**src/rtl/uart_pkg.sv**
```systemverilog
`default_nettype none
// ============================================================================
//  Module      : uart_pkg
//  Description : Shared types and constants for the UART stream adapter.
//  Revision    : 1.0 - initial release
// ============================================================================
package uart_pkg;

  // Access sequencer states
  typedef enum logic [1:0] {
    IDLE  = 2'd0,
    WRITE = 2'd1,
    READ  = 2'd2,
    HOLD  = 2'd3
  } state_e;

  // Saturation value of the dropped-byte counter
  localparam logic [7:0] DROP_CNT_MAX = 8'hFF;

  // Deasserted level of the active-low core strobes
  localparam logic STROBE_OFF = 1'b1;

  // Width of the post-access holdoff down-counter
  localparam int HOLD_CNT_W = 4;

endpackage : uart_pkg
`default_nettype wire

```
**src/rtl/uart_rx_skid1.sv**
```systemverilog
`default_nettype none
// ============================================================================
//  Module      : uart_rx_skid1
//  Description : One-entry receive holding register with valid/ready output.
//                A load is only requested while the entry is empty, so the
//                held byte is never overwritten.
//  Revision    : 1.0 - initial release
// ============================================================================
module uart_rx_skid1 (
  input  logic       clk,
  input  logic       rst_n,
  input  logic       i_load,
  input  logic [7:0] i_load_data,
  input  logic       i_load_perr,
  input  logic       i_load_ferr,
  input  logic       i_ready,
  output logic       o_valid,
  output logic [7:0] o_data,
  output logic       o_perr,
  output logic       o_ferr
);

  logic       valid_q, valid_d;
  logic [7:0] data_q,  data_d;
  logic       perr_q,  perr_d;
  logic       ferr_q,  ferr_d;

  // Next-state: drain on handshake, fill on load
  always_comb begin
    valid_d = valid_q;
    data_d  = data_q;
    perr_d  = perr_q;
    ferr_d  = ferr_q;
    if (valid_q && i_ready) begin
      valid_d = 1'b0;
    end
    if (i_load) begin
      valid_d = 1'b1;
      data_d  = i_load_data;
      perr_d  = i_load_perr;
      ferr_d  = i_load_ferr;
    end
  end

  // Holding register
  always_ff @(posedge clk or negedge rst_n) begin
    if (!rst_n) begin
      valid_q <= 1'b0;
      data_q  <= 8'h00;
      perr_q  <= 1'b0;
      ferr_q  <= 1'b0;
    end else begin
      valid_q <= valid_d;
      data_q  <= data_d;
      perr_q  <= perr_d;
      ferr_q  <= ferr_d;
    end
  end

  assign o_valid = valid_q;
  assign o_data  = data_q;
  assign o_perr  = perr_q;
  assign o_ferr  = ferr_q;

endmodule : uart_rx_skid1
`default_nettype wire

```
**src/rtl/uart_stream_adapter.sv**
```systemverilog
`default_nettype none
// ============================================================================
//  Module      : uart_stream_adapter
//  Description : Bridges the UART core CSN/WEN/OEN strobe port to a TX
//                valid/ready input stream and an RX valid/ready output
//                stream. One access at a time, each followed by a holdoff
//                so the core flags settle. Errored RX bytes can be dropped.
//  Revision    : 1.0 - initial release
// ============================================================================
module uart_stream_adapter
  import uart_pkg::*;
#(
  parameter int unsigned HOLDOFF_CYCLES = 2,    // legal range 1..15
  parameter bit          RX_PRIORITY    = 1'b1, // 1: read wins a tie
  parameter bit          DROP_ERR       = 1'b1  // 1: discard errored bytes
) (
  input  logic       CLK,
  input  logic       RESET_N,
  input  logic [7:0] tx_data,
  input  logic       tx_valid,
  output logic       tx_ready,
  output logic [7:0] rx_data,
  output logic       rx_valid,
  input  logic       rx_ready,
  output logic       rx_perr,
  output logic       rx_ferr,
  output logic       ovf_sticky,
  input  logic       ovf_clr,
  output logic [7:0] drop_cnt,
  output logic       uart_csn,
  output logic       uart_wen,
  output logic       uart_oen,
  output logic [7:0] uart_data_in,
  input  logic [7:0] uart_data_out,
  input  logic       uart_txrdy,
  input  logic       uart_rxrdy,
  input  logic       uart_parity_err,
  input  logic       uart_framing_err,
  input  logic       uart_overflow
);

  // Holdoff counter reload: HOLD spans exactly HOLDOFF_CYCLES cycles
  localparam logic [HOLD_CNT_W-1:0] c_hold_load = HOLD_CNT_W'(HOLDOFF_CYCLES - 1);

  state_e                state_q,    state_d;
  logic [HOLD_CNT_W-1:0] hold_cnt_q, hold_cnt_d;
  logic                  csn_q,      csn_d;
  logic                  wen_q,      wen_d;
  logic                  oen_q,      oen_d;
  logic [7:0]            data_in_q,  data_in_d;
  logic                  ovf_q,      ovf_d;
  logic [7:0]            drop_cnt_q, drop_cnt_d;

  logic w_read_elig;
  logic w_write_elig;
  logic w_sel_read;
  logic w_sel_write;
  logic w_rx_err;
  logic w_rx_load;

  assign w_read_elig  = uart_rxrdy & ~rx_valid;
  assign w_write_elig = tx_valid & uart_txrdy;
  assign w_sel_read   = w_read_elig  & (RX_PRIORITY  | ~w_write_elig);
  assign w_sel_write  = w_write_elig & (~RX_PRIORITY | ~w_read_elig);
  assign w_rx_err     = uart_parity_err | uart_framing_err;

  // Accept only from IDLE; gated by reset so nothing is taken while the
  // block is held in reset.
  assign tx_ready = RESET_N & (state_q == IDLE) & w_sel_write;

  // Sequencer next-state, strobes, overflow capture and drop counting
  always_comb begin
    state_d    = state_q;
    hold_cnt_d = hold_cnt_q;
    csn_d      = csn_q;
    wen_d      = wen_q;
    oen_d      = oen_q;
    data_in_d  = data_in_q;
    drop_cnt_d = drop_cnt_q;
    ovf_d      = ovf_clr ? 1'b0 : ovf_q;
    w_rx_load  = 1'b0;
    unique case (state_q)
      IDLE: begin
        if (w_sel_read) begin
          state_d = READ;
          csn_d   = 1'b0;
          oen_d   = 1'b0;
        end else if (w_sel_write) begin
          state_d   = WRITE;
          csn_d     = 1'b0;
          wen_d     = 1'b0;
          data_in_d = tx_data;
        end
      end
      WRITE: begin
        csn_d      = STROBE_OFF;
        wen_d      = STROBE_OFF;
        state_d    = HOLD;
        hold_cnt_d = c_hold_load;
      end
      READ: begin
        csn_d      = STROBE_OFF;
        oen_d      = STROBE_OFF;
        state_d    = HOLD;
        hold_cnt_d = c_hold_load;
        // A fresh overflow beats a simultaneous clear
        if (uart_overflow) begin
          ovf_d = 1'b1;
        end
        if (DROP_ERR && w_rx_err) begin
          if (drop_cnt_q != DROP_CNT_MAX) begin
            drop_cnt_d = drop_cnt_q + 8'd1;
          end
        end else begin
          w_rx_load = 1'b1;
        end
      end
      HOLD: begin
        if (hold_cnt_q == '0) begin
          state_d = IDLE;
        end else begin
          hold_cnt_d = hold_cnt_q - 1'b1;
        end
      end
      default: begin
        state_d = IDLE;
      end
    endcase
  end

  // Sequencer state and registered core-facing outputs
  always_ff @(posedge CLK or negedge RESET_N) begin
    if (!RESET_N) begin
      state_q    <= IDLE;
      hold_cnt_q <= '0;
      csn_q      <= STROBE_OFF;
      wen_q      <= STROBE_OFF;
      oen_q      <= STROBE_OFF;
      data_in_q  <= 8'h00;
      ovf_q      <= 1'b0;
      drop_cnt_q <= 8'h00;
    end else begin
      state_q    <= state_d;
      hold_cnt_q <= hold_cnt_d;
      csn_q      <= csn_d;
      wen_q      <= wen_d;
      oen_q      <= oen_d;
      data_in_q  <= data_in_d;
      ovf_q      <= ovf_d;
      drop_cnt_q <= drop_cnt_d;
    end
  end

  uart_rx_skid1 u_rx_skid1 (
    .clk         (CLK),
    .rst_n       (RESET_N),
    .i_load      (w_rx_load),
    .i_load_data (uart_data_out),
    .i_load_perr (DROP_ERR ? 1'b0 : uart_parity_err),
    .i_load_ferr (DROP_ERR ? 1'b0 : uart_framing_err),
    .i_ready     (rx_ready),
    .o_valid     (rx_valid),
    .o_data      (rx_data),
    .o_perr      (rx_perr),
    .o_ferr      (rx_ferr)
  );

  assign uart_csn     = csn_q;
  assign uart_wen     = wen_q;
  assign uart_oen     = oen_q;
  assign uart_data_in = data_in_q;
  assign ovf_sticky   = ovf_q;
  assign drop_cnt     = drop_cnt_q;

endmodule : uart_stream_adapter
`default_nettype wire

```
**config.mk**
```make
export PLATFORM = sky130hd
export DESIGN_NAME = uart_stream_adapter
export DESIGN_NICKNAME = d
export VERILOG_FILES = /design/src/rtl/uart_pkg.sv /design/src/rtl/uart_rx_skid1.sv /design/src/rtl/uart_stream_adapter.sv
export SDC_FILE = /design/constraint.sdc
export NUM_CORES = 1
export LEC_CHECK = 0
export CORE_ASPECT_RATIO = 0.5
export CORE_MARGIN = 5
export CORE_UTILIZATION = 41
export CTS_CLUSTER_DIAMETER = 80
export DETAILED_ROUTE_END_ITERATION = 6
export PLACE_DENSITY = 0.76
export SLEW_MARGIN = 20
export SYNTH_ARGS = -nofsm -noshare
export SYNTH_HDL_FRONTEND = slang
export SYNTH_HIERARCHICAL = 1
export SYNTH_SLANG_ARGS = --single-unit
```
**constraint.sdc**
```tcl
create_clock -name CLK -period 1.7 [get_ports CLK]
set_input_delay 0.34 -clock CLK [delete_from_list [all_inputs] [get_ports CLK]]
set_output_delay 0.34 -clock CLK [all_outputs]
set_load 0.02 [all_outputs]
```
==> impl_summary.log, run 1 <==
[metrics] Reg clk slew, reported paths: 0.08 ns
[metrics] routed wirelength normalized by instance count: 15.0 µm
[metrics] Critical Path Source Type: primary input
[metrics] Die W: 103 µm
[metrics] share of the synthesized area in the top cell type: 48.2%
[metrics] result of the run: completed
[metrics] Worst Skew: 0.00450 ns
[metrics] final clock period utilization by the worst path: 99.9%
[metrics] number of antenna violations at the first check in global routing: 0
[metrics] Yosys top cell by area: sky130_fd_sc_hd__dfrtp_1
[metrics] clock tree from TritonCTS: built
[metrics] I/O pins: 58
[metrics] number of synthesized flops with an enable pin: 0
[metrics] ratio of routed vias to standard cells: 4.93
[metrics] biggest fanout along the worst timing path: 2
[metrics] number of buffers inserted by port buffering: 57
[metrics] cell-by-cell trace of the critical path: clkdlybuf4s50_1, and2_4, nand3_2, nor2_4, buf_6
[metrics] top sig layer: met4
[metrics] Worst R2R Setup Slack: 0.08 ns
[metrics] number of failing hold endpoints at the final stage: 0
[metrics] simple-gate share of the synthesized area: 11.1%
[metrics] worst vdd ir: 0.777 mV
[metrics] Post-Layout Cell Count: 281
[metrics] final non-filler cell area: 2710 µm²
[metrics] cell with the most instances after synthesis: sky130_fd_sc_hd__dfrtp_1
[metrics] data arrival time of the critical path: 1.36 ns
[metrics] class of the most critical hold timing path: in2async
[metrics] synth warn: 6
[metrics] startpoint of the worst register-to-register path: state_q[0]$_DFFE_PN0P_
[metrics] area of the core: 4020 µm²
[metrics] switching portion of total power: 36.0%
[metrics] clk sinks: 37
[metrics] detailed-route via count: 1384
[metrics] Syn Inst Count: 146
[metrics] combinational fraction of design power: 51.1%
[metrics] fraction of final layout cells sized beyond drive strength 1: 28.2%
[metrics] primary flip-flop cell chosen by synthesis mapping: sky130_fd_sc_hd__dfrtp_1
[metrics] sequential power share: 30.7%
[metrics] Req. time, crit path: 1.36 ns
[metrics] starting density of the core: 43.9%
[metrics] met1 wire length: 1750 µm
[metrics] internal portion of total power: 3.25 mW
[metrics] amount of wire on met2 after detailed routing: 2200 µm
[metrics] Layout Area Growth over Synthesis: 53.2%
[metrics] length in cells of the worst reg-to-reg path: 7
[metrics] number of global-route vias before repair: 1343
[metrics] category of the worst setup path capture point: primary output
[metrics] largest cells by area after synthesis: sky130_fd_sc_hd__dfrtp_1 48%, sky130_fd_sc_hd__mux2_4 7.7%, sky130_fd_sc_hd__mux2_2 7.7%
[metrics] synth cell count leaders: 34 x sky130_fd_sc_hd__dfrtp_1, 12 x sky130_fd_sc_hd__mux2_2, 12 x sky130_fd_sc_hd__nand2_1
[metrics] final estimated routing congestion in global placement: 0.833
[metrics] Achievable Freq: 0.589 GHz
[metrics] Pwr per Cell Area: 1880 nW/µm²
[metrics] total wire length after detailed routing: 4220 µm
[metrics] unique cell type count in the Yosys netlist: 34
[metrics] first-pass iteration count of the detailed router: 4
[metrics] xor/xnor share of the synthesized area: 0.496%
[metrics] Post-Syn Area per Cell: 12.1 µm²
[metrics] floorplan die area: 5800 µm²
[metrics] FP Rows: 16
[metrics] main combinational cell family by area after synthesis: multiplexers
[metrics] CTS Buffer Depth: 2
[metrics] Slowest cell on crit path: sky130_fd_sc_hd__clkdlybuf4s50_1
[metrics] remaining number of nets flagged by the antenna check after routing: 0
[metrics] crit-path max cell delay: 0.48 ns
[metrics] adder and majority gate portion of the synthesized area: 4.96%
[metrics] number of antenna cells inserted: 0
[metrics] Num CTS Buffers: 5
[metrics] total global routing track utilization: 14.8%
[metrics] number of nets in the final layout: 259
[metrics] worst r2r dst: drop_cnt[7]$_DFFE_PN0P_
[metrics] LEAKAGE: 1.26 nW
[metrics] Synth Area in Compound Gates: 9.21%
[metrics] register bit total from synthesis: 37
[metrics] area of placed instances: 2520 µm²
[metrics] DRC errors left: 0
[metrics] total power: 5.08 mW
[metrics] number of cells after detailed placement: 271
[metrics] clk root buf: sky130_fd_sc_hd__clkbuf_8
[metrics] Post-synth ARST share: 100%
[metrics] global-route wire length before repair: 6660 µm
[metrics] minimum clock period after layout: 1.70 ns
[metrics] global-route congestion overflow total: 0
[metrics] Final Max Tran Viols: 0
[metrics] violation count after the first detailed-route iteration: 25
[metrics] Max-Cap Viols: 0
[metrics] H-tree level count: 2
[metrics] clock share of power: 18.1%
[metrics] Clk Latency, worst-skew pair: 0.29 ns
[metrics] Setup violations, final: 0
[metrics] mux contribution to synthesized area: 17.6%
[metrics] P_sw: 1.83 mW
[metrics] Die Span Y: 56.4 µm
[metrics] setup tns final: 0 ns
[metrics] post-synth design cell area: 1770 µm²
[metrics] path type of the worst setup path: in2out
[metrics] sequential-to-total area share from yosys stat: 52.7%
[metrics] metal3 WL: 169 µm
[metrics] pin count of the biggest net entering global routing: 38
[metrics] half-perimeter wire length of the detailed placement result: 3040 µm
==> stage by stage <==
stage | utilization (%) | hold WS [ns] | setup WS, ns
final | 67.2 | 0.111 | 0.00212
after global routing | 67.2 | 0.149 | -0.0611
after CTS | 65.5 | 0.124 | -0.0142
after detailed placement | 62.6 | 0.448 | -0.474
after global placement | 62.6 | 0.444 | -0.468
after floorplan | - | 0.0444 | 0.0439
==> routing by layer <==
metal	GRT usage (%)	vias up
met4	6.27	0
met3	4.33	11
met2	24.0	25
li1	-	669
met1	18.4	679
met5	0	-
==> power groups by stage <==
| stage | Sequential (mW) | Clock [mW] | Combinational, mW |
|---|---|---|---|
| floorplan | 1.97 | 0 | 1.00 |
| global placement | 1.56 | 0 | 2.51 |
| detailed placement | 1.58 | 0 | 2.56 |
| CTS | 1.57 | 0.935 | 2.52 |
| global route | 1.63 | 0.980 | 2.77 |
| finish | 1.56 | 0.921 | 2.60 |
==> layout by cell type, fill, tap and decap left out, types with 2 or more instances in the layout <==
| cell | netlist | routed |
|---|---|---|
| sky130_fd_sc_hd__clkbuf_8 | 0 | 5 |
| sky130_fd_sc_hd__o21ai_0 | 3 | 3 |
| sky130_fd_sc_hd__mux2i_1 | 4 | 4 |
| sky130_fd_sc_hd__nand2_1 | 12 | 12 |
| sky130_fd_sc_hd__inv_1 | 9 | 9 |
| sky130_fd_sc_hd__buf_4 | 0 | 18 |
| sky130_fd_sc_hd__nor3_1 | 3 | 3 |
| sky130_fd_sc_hd__dlymetal6s2s_1 | 0 | 4 |
| sky130_fd_sc_hd__bufinv_16 | 0 | 2 |
| sky130_fd_sc_hd__a22o_1 | 2 | 2 |
| sky130_fd_sc_hd__a21oi_1 | 6 | 6 |
| sky130_fd_sc_hd__ha_1 | 7 | 5 |
| sky130_fd_sc_hd__clkdlybuf4s50_1 | 0 | 42 |
| sky130_fd_sc_hd__mux2_4 | 9 | 9 |
| sky130_fd_sc_hd__dfrtp_1 | 34 | 34 |
| sky130_fd_sc_hd__nand2b_1 | 3 | 3 |
| sky130_fd_sc_hd__nor2_1 | 8 | 7 |
| sky130_fd_sc_hd__conb_1 | 1 | 2 |
| sky130_fd_sc_hd__nor2b_1 | 2 | 2 |
| sky130_fd_sc_hd__dlygate4sd2_1 | 0 | 9 |
| sky130_fd_sc_hd__a31oi_1 | 3 | 3 |
| sky130_fd_sc_hd__mux2_2 | 12 | 12 |
| sky130_fd_sc_hd__nand4_1 | 5 | 5 |
| sky130_fd_sc_hd__dfstp_2 | 3 | 3 |
==> what timing repair did <==
| action | CTS | global route |
|---|---|---|
| cloned | 0 | 0 |
| hold buffers | 0 | 0 |
| setup buffers | 0 | 2 |
| resized for setup | 14 | 13 |
| pin swaps | 0 | 3 |
| setup endpoints to repair | 10 | 18 |
==> registers in the layout, summed over array words and instances, names as in the netlist <==
register            cells
u_rx_skid1/o_perr       1
u_rx_skid1/o_valid      1
u_rx_skid1/o_data       8
drop_cnt                8
uart_wen                1
uart_data_in            8
u_rx_skid1/o_ferr       1
state_q                 2
uart_csn                1
hold_cnt_q              4
uart_oen                1
ovf_sticky              1
==> worst max-delay path by stage <==
stage | slack (ns) | cells past startpoint | start | to
finish | 0.002 | 5 | uart_txrdy | tx_ready
floorplan | 0.04 | 5 | state_q[0]$_DFFE_PN0P_ | u_rx_skid1/o_data[0]$_DFFE_PN0P_
detailed placement | -0.47 | 5 | tx_valid | tx_ready
CTS | -0.01 | 5 | tx_valid | tx_ready
global route | -0.06 | 5 | state_q[0]$_DFFE_PN0P_ | tx_ready
global placement | -0.47 | 5 | tx_valid | tx_ready
==> kinds of logic after synthesis <==
kind of cell             count (synthesis)
adder cells (fa/ha/maj)                  7
AO/OA/AOI/OAI                           22
XOR/XNOR                                 1
AND/OR/NAND/NOR                         40
other                                    1
multiplexers                            25
flip-flops                              37
buffers and inverters                   13
==> worst max-delay path, delay by kind of cell <==
| family | cells | cell delay (ns) |
|---|---|---|
| buf+inv | 2 | 0.60 |
| simple gates | 3 | 0.41 |
==> layout make-up <==
class	instances	area [µm²]
clock buffers	5	68.8
clock inverters	3	65.1
fillers	303	1320
inverters	9	33.8
multi-input cells	97	820
flip-flops and latches	37	930
well taps	54	67.6
repair buffers	76	721
No activity file was read; power rests on OpenSTA's default activity.
==> run 2: changes to the inputs <==
--- a/config.mk
+++ b/config.mk
@@ -7,10 +7,11 @@
 export LEC_CHECK = 0
 export CORE_ASPECT_RATIO = 0.5
 export CORE_MARGIN = 5
-export CORE_UTILIZATION = 41
+export CORE_UTILIZATION = 43
+export CTS_BUF_LIST = sky130_fd_sc_hd__clkbuf_8
 export CTS_CLUSTER_DIAMETER = 80
 export DETAILED_ROUTE_END_ITERATION = 6
-export PLACE_DENSITY = 0.76
+export PLACE_DENSITY = 0.79
 export SLEW_MARGIN = 20
 export SYNTH_ARGS = -nofsm -noshare
 export SYNTH_HDL_FRONTEND = slang
==> impl_summary.log, run 2 (same netlist as run 1, synthesis figures left out) <==
[metrics] total wire length after detailed routing: 4200 µm (-0.33%)
[metrics] half-perimeter wire length of the detailed placement result: 3080 µm (+1.2%)
[metrics] LEAKAGE: 1.25 nW (-0.89%)
[metrics] number of antenna violations at the first check in global routing: 0 (unchanged)
[metrics] Num CTS Buffers: 5 (unchanged)
[metrics] final estimated routing congestion in global placement: 0.793 (-4.8%)
[metrics] Max-Cap Viols: 0 (unchanged)
[metrics] leading cell types in the layout, fill and taps excluded: 43 x sky130_fd_sc_hd__clkdlybuf4s50_1, 34 x sky130_fd_sc_hd__dfrtp_1, 17 x sky130_fd_sc_hd__buf_4
[metrics] class of the most critical hold timing path: in2async
[metrics] detailed-route via count: 1371 (-0.94%)
[metrics] crit-path max cell delay: 0.48 ns (about the same)
[metrics] Worst Skew: 0.00345 ns (-0.00105 ns)
[metrics] H-tree level count: 2 (unchanged)
[metrics] FP Rows: 16 (unchanged)
[metrics] path type of the worst setup path: in2out
[metrics] number of antenna cells inserted: 0 (unchanged)
[metrics] clock tree from TritonCTS: built
[metrics] sequential power share: 32.8% (+2.1 points)
[metrics] global-route wire length before repair: 6760 µm (+1.5%)
[metrics] starting density of the core: 45.0% (+1.1 points)
[metrics] first-pass iteration count of the detailed router: 4 (unchanged)
[metrics] Post-Layout Cell Count: 282 (+0.36%)
[metrics] cell-by-cell trace of the critical path: clkdlybuf4s50_1, and2_4, nand3_4, nor2_4, buf_6
[metrics] global-route congestion overflow total: 0 (unchanged)
[metrics] Pwr per Cell Area: 1780 nW/µm² (-5.2%)
[metrics] ratio of routed vias to standard cells: 4.86 (-1.3%)
[metrics] Slowest cell on crit path: sky130_fd_sc_hd__clkdlybuf4s50_1
[metrics] number of global-route vias before repair: 1371 (+2.1%)
[metrics] area of the core: 3920 µm² (-2.5%)
[metrics] Worst R2R Setup Slack: 0.07 ns (about the same)
[metrics] switching portion of total power: 38.3% (+2.3 points)
[metrics] unrepaired setup endpoints after global routing: false
[metrics] worst vdd ir: 0.761 mV (-2.0%)
[metrics] routed wirelength normalized by instance count: 14.9 µm (-0.69%)
[metrics] leading cell type in the layout, fill and taps excluded: sky130_fd_sc_hd__clkdlybuf4s50_1
[metrics] Final Max Tran Viols: 0 (unchanged)
[metrics] total global routing track utilization: 15.4% (+0.54 points)
[metrics] Post-Place Setup Slack: -0.450 ns (+0.0240 ns)
[metrics] Hold-fix buffers, CTS: 0 (unchanged)
[metrics] P_sw: 1.84 mW (+0.44%)
[metrics] Hold Worst Slack: 0.123 ns (+0.0120 ns)
[metrics] Reg clk slew, reported paths: 0.08 ns (about the same)
[metrics] DRC errors left: 0 (unchanged)
[metrics] Req. time, crit path: 1.36 ns (about the same)
[metrics] Crit path max-delay family: buffers and inverters
[metrics] Critical Path Source Type: primary input
[metrics] result of the run: completed
[metrics] Clk Latency, worst-skew pair: 0.29 ns (about the same)
[metrics] Buf/Inv on CP: 2 (unchanged)
[metrics] number of failing hold endpoints at the final stage: 0 (unchanged)
[metrics] Layout Area Growth over Synthesis: 52.7%
[metrics] floorplan die area: 5570 µm² (-4.0%)
[metrics] data arrival time of the critical path: 1.31 ns (-0.05 ns)
[metrics] clk root buf: sky130_fd_sc_hd__clkbuf_8
[metrics] remaining number of nets flagged by the antenna check after routing: 0 (unchanged)
[metrics] fraction of final layout cells sized beyond drive strength 1: 29.4% (+1.2 points)
[metrics] Die Span Y: 55.3 µm (-1.9%)
[metrics] number of nets in the final layout: 260 (+0.39%)
[metrics] CTS Buffer Depth: 2 (unchanged)
[metrics] setup tns final: 0 ns (unchanged)
[metrics] category of the worst setup path capture point: primary output
[metrics] Achievable Freq: 0.606 GHz (+2.8%)
[metrics] number of buffers inserted by port buffering: 57 (unchanged)
[metrics] number of fill cells in the layout: 291 (-4.0%)
[metrics] biggest fanout along the worst timing path: 2 (unchanged)
[metrics] pin count of the biggest net entering global routing: 38 (unchanged)
[metrics] violation count after the first detailed-route iteration: 36 (+44%)
[metrics] combinational fraction of design power: 54.4% (+3.3 points)
[metrics] minimum clock period after layout: 1.65 ns (-0.0464 ns)
[metrics] Setup violations, final: 0 (unchanged)
[metrics] number of cells after detailed placement: 273 (+0.74%)
[metrics] slack of the critical path: 0.0485 ns (+0.0464 ns)
[metrics] clock share of power: 12.8% (-5.3 points)
[metrics] I/O pins: 58 (unchanged)
[metrics] internal portion of total power: 2.96 mW (-8.9%)
[metrics] final clock period utilization by the worst path: 97.1% (-2.7 points)
[metrics] Die W: 101 µm (-2.1%)
[metrics] clk sinks: 37 (unchanged)
[metrics] total setup buffers inserted after CTS: 0 (unchanged)
-- run 2: timing repair --
item                                    in CTS  in global routing
gates resized for setup                     13                 17
endpoints found under the setup margin       9                 20
cloned                                       0                  1
pin swaps                                    0                  4
-- run 2: power by group through the flow --
stage / registers (mW) / logic (mW) / clock network (mW)
final: 1.58 / 2.61 / 0.614
after global routing: 1.64 / 2.79 / 0.666
after CTS: 1.57 / 2.55 / 0.627
after detailed placement: 1.59 / 2.58 / 0
after global placement: 1.56 / 2.52 / 0
after floorplan: 1.97 / 1.00 / 0
-- run 2: final timing paths --
kind                                                start  cells after the start                                to
worst max-delay path                             tx_valid                      5                          tx_ready
worst min-delay path                              RESET_N                      2              ovf_sticky$_DFF_PN0_
worst max register to register     state_q[0]$_DFFE_PN0P_                      6  u_rx_skid1/o_data[3]$_DFFE_PN0P_
worst min register to register  hold_cnt_q[0]$_DFFE_PN0P_                      1         hold_cnt_q[0]$_DFFE_PN0P_
max in group asynchronous                         RESET_N                      2              uart_wen$_DFFE_PN1P_
min in group CLK                hold_cnt_q[0]$_DFFE_PN0P_                      1         hold_cnt_q[0]$_DFFE_PN0P_
-- run 2: layer usage --
layer / vias up / wire (µm) / share of wire, % / track usage [%]
li1: 675 / - / - / -
met1: 668 / 1880 / 45 / 19.3
met2: 26 / 2170 / 52 / 25.5
met3: 2 / 118 / 2.8 / 3.77
met4: 0 / 35 / 0.83 / 5.76
met5: - / 0 / 0 / 0
-- run 2: final cells by class --
cell class                 count  area, µm²  area share, %
clock buffer                   5       68.8           2.55
clock inverter                 3       17.5          0.650
inverter                       9       33.8           1.25
multi-input combinational     97        827           30.7
sequential                    37        930           34.5
tap                           54       67.6           2.51
timing repair buffer          77        751           27.9
-- run 2: worst reg2reg max path, cell delays in order (launching register included) --
cell and delay [ns]:
sky130_fd_sc_hd__dfrtp_1 0.39, sky130_fd_sc_hd__inv_2 0.07, sky130_fd_sc_hd__buf_6 0.10, sky130_fd_sc_hd__ha_4 0.14, sky130_fd_sc_hd__nor3b_4 0.31, sky130_fd_sc_hd__clkbuf_16 0.22
sky130_fd_sc_hd__mux2_4 0.30
-- run 2: metrics by stage --
| stage | instance area, µm² | util, % | total power [mW] |
|---|---|---|---|
| 2_1_floorplan | 1770 | - | 2.98 |
| 3_3_place_gp | 2530 | 64.5 | 4.08 |
| 3_5_place_dp | 2530 | 64.5 | 4.17 |
| 4_1_cts | 2610 | 66.4 | 4.75 |
| 5_1_grt | 2700 | 68.7 | 5.10 |
| 6_report | 2700 | 68.7 | 4.80 |
==> run 3: changes to the inputs <==
--- a/config.mk
+++ b/config.mk
@@ -7,13 +7,13 @@
 export LEC_CHECK = 0
 export CORE_ASPECT_RATIO = 0.5
 export CORE_MARGIN = 5
-export CORE_UTILIZATION = 43
+export CORE_UTILIZATION = 42
 export CTS_BUF_LIST = sky130_fd_sc_hd__clkbuf_8
 export CTS_CLUSTER_DIAMETER = 80
 export DETAILED_ROUTE_END_ITERATION = 6
-export PLACE_DENSITY = 0.79
+export HOLD_SLACK_MARGIN = 0.02
+export PLACE_DENSITY = 0.78
 export SLEW_MARGIN = 20
 export SYNTH_ARGS = -nofsm -noshare
 export SYNTH_HDL_FRONTEND = slang
-export SYNTH_HIERARCHICAL = 1
 export SYNTH_SLANG_ARGS = --single-unit
==> impl_summary.log, run 3 <==
[metrics] result of the run: completed
[metrics] synth cell count leaders: 32 x sky130_fd_sc_hd__dfrtp_1, 19 x sky130_fd_sc_hd__mux2_2, 14 x sky130_fd_sc_hd__nand2_1
[metrics] data arrival time of the critical path: 1.34 ns (+0.03 ns)
[metrics] DRC errors left: 0 (unchanged)
[metrics] pin count of the biggest net entering global routing: 36 (-5.3%)
[metrics] area of the multi-input gates: 802 µm² (-3.0%)
[metrics] half-perimeter wire length of the detailed placement result: 3100 µm (+0.65%)
[metrics] minimum clock period after layout: 1.68 ns (+0.0292 ns)
[metrics] Layout Area Growth over Synthesis: 55.0%
[metrics] clk sinks: 35 (-5.4%)
[metrics] H-tree level count: 2 (unchanged)
[metrics] Syn Inst Count: 144 (-1.4%)
[metrics] Req. time, crit path: 1.36 ns (about the same)
[metrics] Clk Latency, worst-skew pair: 0.29 ns (about the same)
[metrics] class of the most critical hold timing path: in2reg
[metrics] fraction of final layout cells sized beyond drive strength 1: 29.0% (-0.37 points)
[metrics] internal portion of total power: 2.73 mW (-7.6%)
[metrics] final estimated routing congestion in global placement: 0.789 (-0.57%)
[metrics] Post-Place Setup Slack: -0.534 ns (-0.0840 ns)
[metrics] unique cell type count in the Yosys netlist: 34 (unchanged)
[metrics] violation count after the first detailed-route iteration: 51 (+42%)
[metrics] number of global-route vias before repair: 1448 (+5.6%)
[metrics] global-route congestion overflow total: 0 (unchanged)
[metrics] number of synthesized flops with an enable pin: 0 (unchanged)
[metrics] number of failing hold endpoints at the final stage: 0 (unchanged)
[metrics] global-route wire length before repair: 6760 µm (unchanged)
[metrics] P_sw: 1.70 mW (-7.4%)
[metrics] sequential power share: 32.8% (about the same)
[metrics] number of cells after detailed placement: 268 (-1.8%)
[metrics] number of antenna cells inserted: 0 (unchanged)
[metrics] post-synth design cell area: 1670 µm² (-5.2%)
[metrics] final clock period utilization by the worst path: 98.9% (+1.7 points)
[metrics] largest cells by area after synthesis: sky130_fd_sc_hd__dfrtp_1 48%, sky130_fd_sc_hd__mux2_2 13%, sky130_fd_sc_hd__ha_1 5.2%
[metrics] Worst Skew: 0.00421 ns (+0.000759 ns)
[metrics] Post-synth ARST share: 100% (unchanged)
[metrics] worst vdd ir: 0.691 mV (-9.3%)
[metrics] leading cell type in the layout, fill and taps excluded: sky130_fd_sc_hd__clkdlybuf4s50_1
[metrics] Die Span Y: 54.6 µm (-1.2%)
[metrics] Reg clk slew, reported paths: 0.07 ns (about the same)
[metrics] switching portion of total power: 38.4% (+0.067 points)
[metrics] share of the synthesized area in the top cell type: 47.8% (-0.36 points)
[metrics] area of the core: 3860 µm² (-1.5%)
[metrics] clk root buf: sky130_fd_sc_hd__clkbuf_8
[metrics] slack of the critical path: 0.0193 ns (-0.0292 ns)
[metrics] cell with the most instances after synthesis: sky130_fd_sc_hd__dfrtp_1
[metrics] floorplan die area: 5430 µm² (-2.5%)
[metrics] routed wirelength normalized by instance count: 15.1 µm (+1.5%)
[metrics] FP Rows: 16 (unchanged)
[metrics] Critical Path Source Type: flip-flop
[metrics] Yosys top cell by area: sky130_fd_sc_hd__dfrtp_1
[metrics] combinational fraction of design power: 54.6% (+0.2 points)
[metrics] number of fill cells in the layout: 285 (-2.1%)
[metrics] Setup violations, final: 0 (unchanged)
[metrics] Post-Syn Area per Cell: 11.6 µm² (-3.9%)
[metrics] Die W: 99.3 µm (-1.3%)
[metrics] detailed-route via count: 1396 (+1.8%)
[metrics] Pwr per Cell Area: 1710 nW/µm² (-4.0%)
[metrics] clock tree from TritonCTS: built
[metrics] Num CTS Buffers: 5 (unchanged)
[metrics] first-pass iteration count of the detailed router: 5 (+1)
[metrics] CTS Buffer Depth: 2 (unchanged)
[metrics] Hold-fix buffers, CTS: 0 (unchanged)
[metrics] path type of the worst setup path: reg2out
[metrics] Final Max Tran Viols: 0 (unchanged)
[metrics] LEAKAGE: 1.24 nW (-0.87%)
[metrics] primary flip-flop cell chosen by synthesis mapping: sky130_fd_sc_hd__dfrtp_1
[metrics] leading cell types in the layout, fill and taps excluded: 40 x sky130_fd_sc_hd__clkdlybuf4s50_1, 32 x sky130_fd_sc_hd__dfrtp_1, 20 x sky130_fd_sc_hd__buf_4
[metrics] total global routing track utilization: 16.6% (+1.2 points)
[metrics] number of buffers inserted by port buffering: 55 (-3.5%)
[metrics] Post-Layout Cell Count: 278 (-1.4%)
[metrics] register bit total from synthesis: 35 (-5.4%)
[metrics] category of the worst setup path capture point: primary output
[metrics] biggest fanout along the worst timing path: 2 (unchanged)
[metrics] unrepaired setup endpoints after global routing: true
[metrics] number of nets in the final layout: 256 (-1.5%)
[metrics] ratio of routed vias to standard cells: 5.02 (+3.3%)
[metrics] starting density of the core: 43.3% (-1.7 points)
[metrics] remaining number of nets flagged by the antenna check after routing: 0 (unchanged)
[metrics] clock share of power: 12.6% (-0.2 points)
[metrics] area of all sequential standard cells: 880 µm² (-5.4%)
[metrics] sequential-to-total area share from yosys stat: 52.5% (-0.12 points)
[metrics] Max-Cap Viols: 0 (unchanged)
[metrics] synth warn: 0 (-6)
[metrics] number of antenna violations at the first check in global routing: 0 (unchanged)
[metrics] Achievable Freq: 0.595 GHz (-1.7%)
[metrics] I/O pins: 58 (unchanged)
[metrics] total wire length after detailed routing: 4210 µm (about the same)
## run 3: cell count changes after synthesis, sizes merged, moves of 2 or more
cell    change
nand2       +2
a22o        -2
nand2b      +2
dfrtp       -2
nor2        -3
mux2        -2
## run 3: final cells by class
| type | count | share of cell area, % |
|---|---|---|
| inverters | 8 | 1.16 |
| repair buffers | 76 | 28.3 |
| well taps | 54 | 2.60 |
| clock inverters | 3 | 0.482 |
| flip-flops and latches | 35 | 33.9 |
| multi-input cells | 97 | 30.9 |
| clock buffers | 5 | 2.65 |
## run 3: worst paths after layout
kind                            depth (start not counted)                               end                        startpoint  slack [ns]
worst max-delay path                                    6                          tx_ready            state_q[0]$_DFFE_PN0P_        0.02
worst min-delay path                                    3              uart_csn$_DFFE_PN1P_                        uart_txrdy        0.38
worst max register to register                          7           drop_cnt[7]$_DFFE_PN0P_            state_q[0]$_DFFE_PN0P_        0.06
worst min register to register                          1  u_rx_skid1.o_data[7]$_DFFE_PN0P_  u_rx_skid1.o_data[7]$_DFFE_PN0P_        0.51
max in group asynchronous                               2              uart_csn$_DFFE_PN1P_                           RESET_N        0.84
min in group asynchronous                               2       uart_data_in[7]$_DFFE_PN0P_                           RESET_N        0.52
## run 3: routing by layer
metal  vias to the layer above  wire, µm  track usage [%]
met5                         -         0                0
li1                        659         -                -
met4                         0       106             8.84
met1                       688      1710             17.9
met3                        13       156             3.69
met2                        36      2230             31.7
## run 3: power by group through the flow
| stage | Combinational (mW) | Clock, mW | Sequential (mW) |
|---|---|---|---|
| 3_5_place_dp | 2.27 | 0 | 1.47 |
| 2_1_floorplan | 0.851 | 0 | 1.80 |
| 3_3_place_gp | 2.21 | 0 | 1.44 |
| 4_1_cts | 2.30 | 0.583 | 1.46 |
| 5_1_grt | 2.60 | 0.619 | 1.51 |
| 6_report | 2.42 | 0.560 | 1.46 |
## run 3: worst max-delay path, stage by stage (launching register included)
cell and delay (ns):
sky130_fd_sc_hd__dfrtp_1 0.40, sky130_fd_sc_hd__inv_2 0.08, sky130_fd_sc_hd__ha_4 0.15, sky130_fd_sc_hd__nand2_4 0.05, sky130_fd_sc_hd__nor2_4 0.12, sky130_fd_sc_hd__and2_4 0.15, sky130_fd_sc_hd__buf_6 0.11
## run 3: cell families (layout without fill, tap and decap cells)
| family | after synthesis | count (layout) | share of synthesized area [%] |
|---|---|---|---|
| AOI/OAI and AO/OA | 21 | 21 | 8.00 |
| and+or+nand+nor | 42 | 42 | 14.1 |
| adders and majority gates | 7 | 7 | 5.23 |
| DFF | 35 | 35 | 52.5 |
| xor gates and xnor gates | 1 | 1 | 0.523 |
| other | 1 | 2 | 0.224 |
| buffers and inverters | 13 | 92 | 3.59 |
| muxes | 24 | 24 | 15.8 |
## run 3: timing repair
action                     4_1_cts  5_1_grt
resized for setup               20       16
pin swaps                        2        5
setup endpoints to repair        8        9
setup buffers                    0        2
## run 3: through the flow
| step | setup TNS, ns | total power, mW | area (µm²) | hold slack [ns] | util [%] |
|---|---|---|---|---|---|
| after floorplan | 0 | 2.65 | 1680 | 0.0444 | - |
| after global placement | -1.48 | 3.66 | 2420 | 0.478 | 62.7 |
| after detailed placement | -1.75 | 3.74 | 2420 | 0.497 | 62.7 |
| after CTS | -0.0329 | 4.34 | 2530 | 0.512 | 65.4 |
| after global routing | -0.0586 | 4.73 | 2590 | 0.378 | 67.2 |
| final | 0 | 4.44 | 2590 | 0.385 | 67.2 |
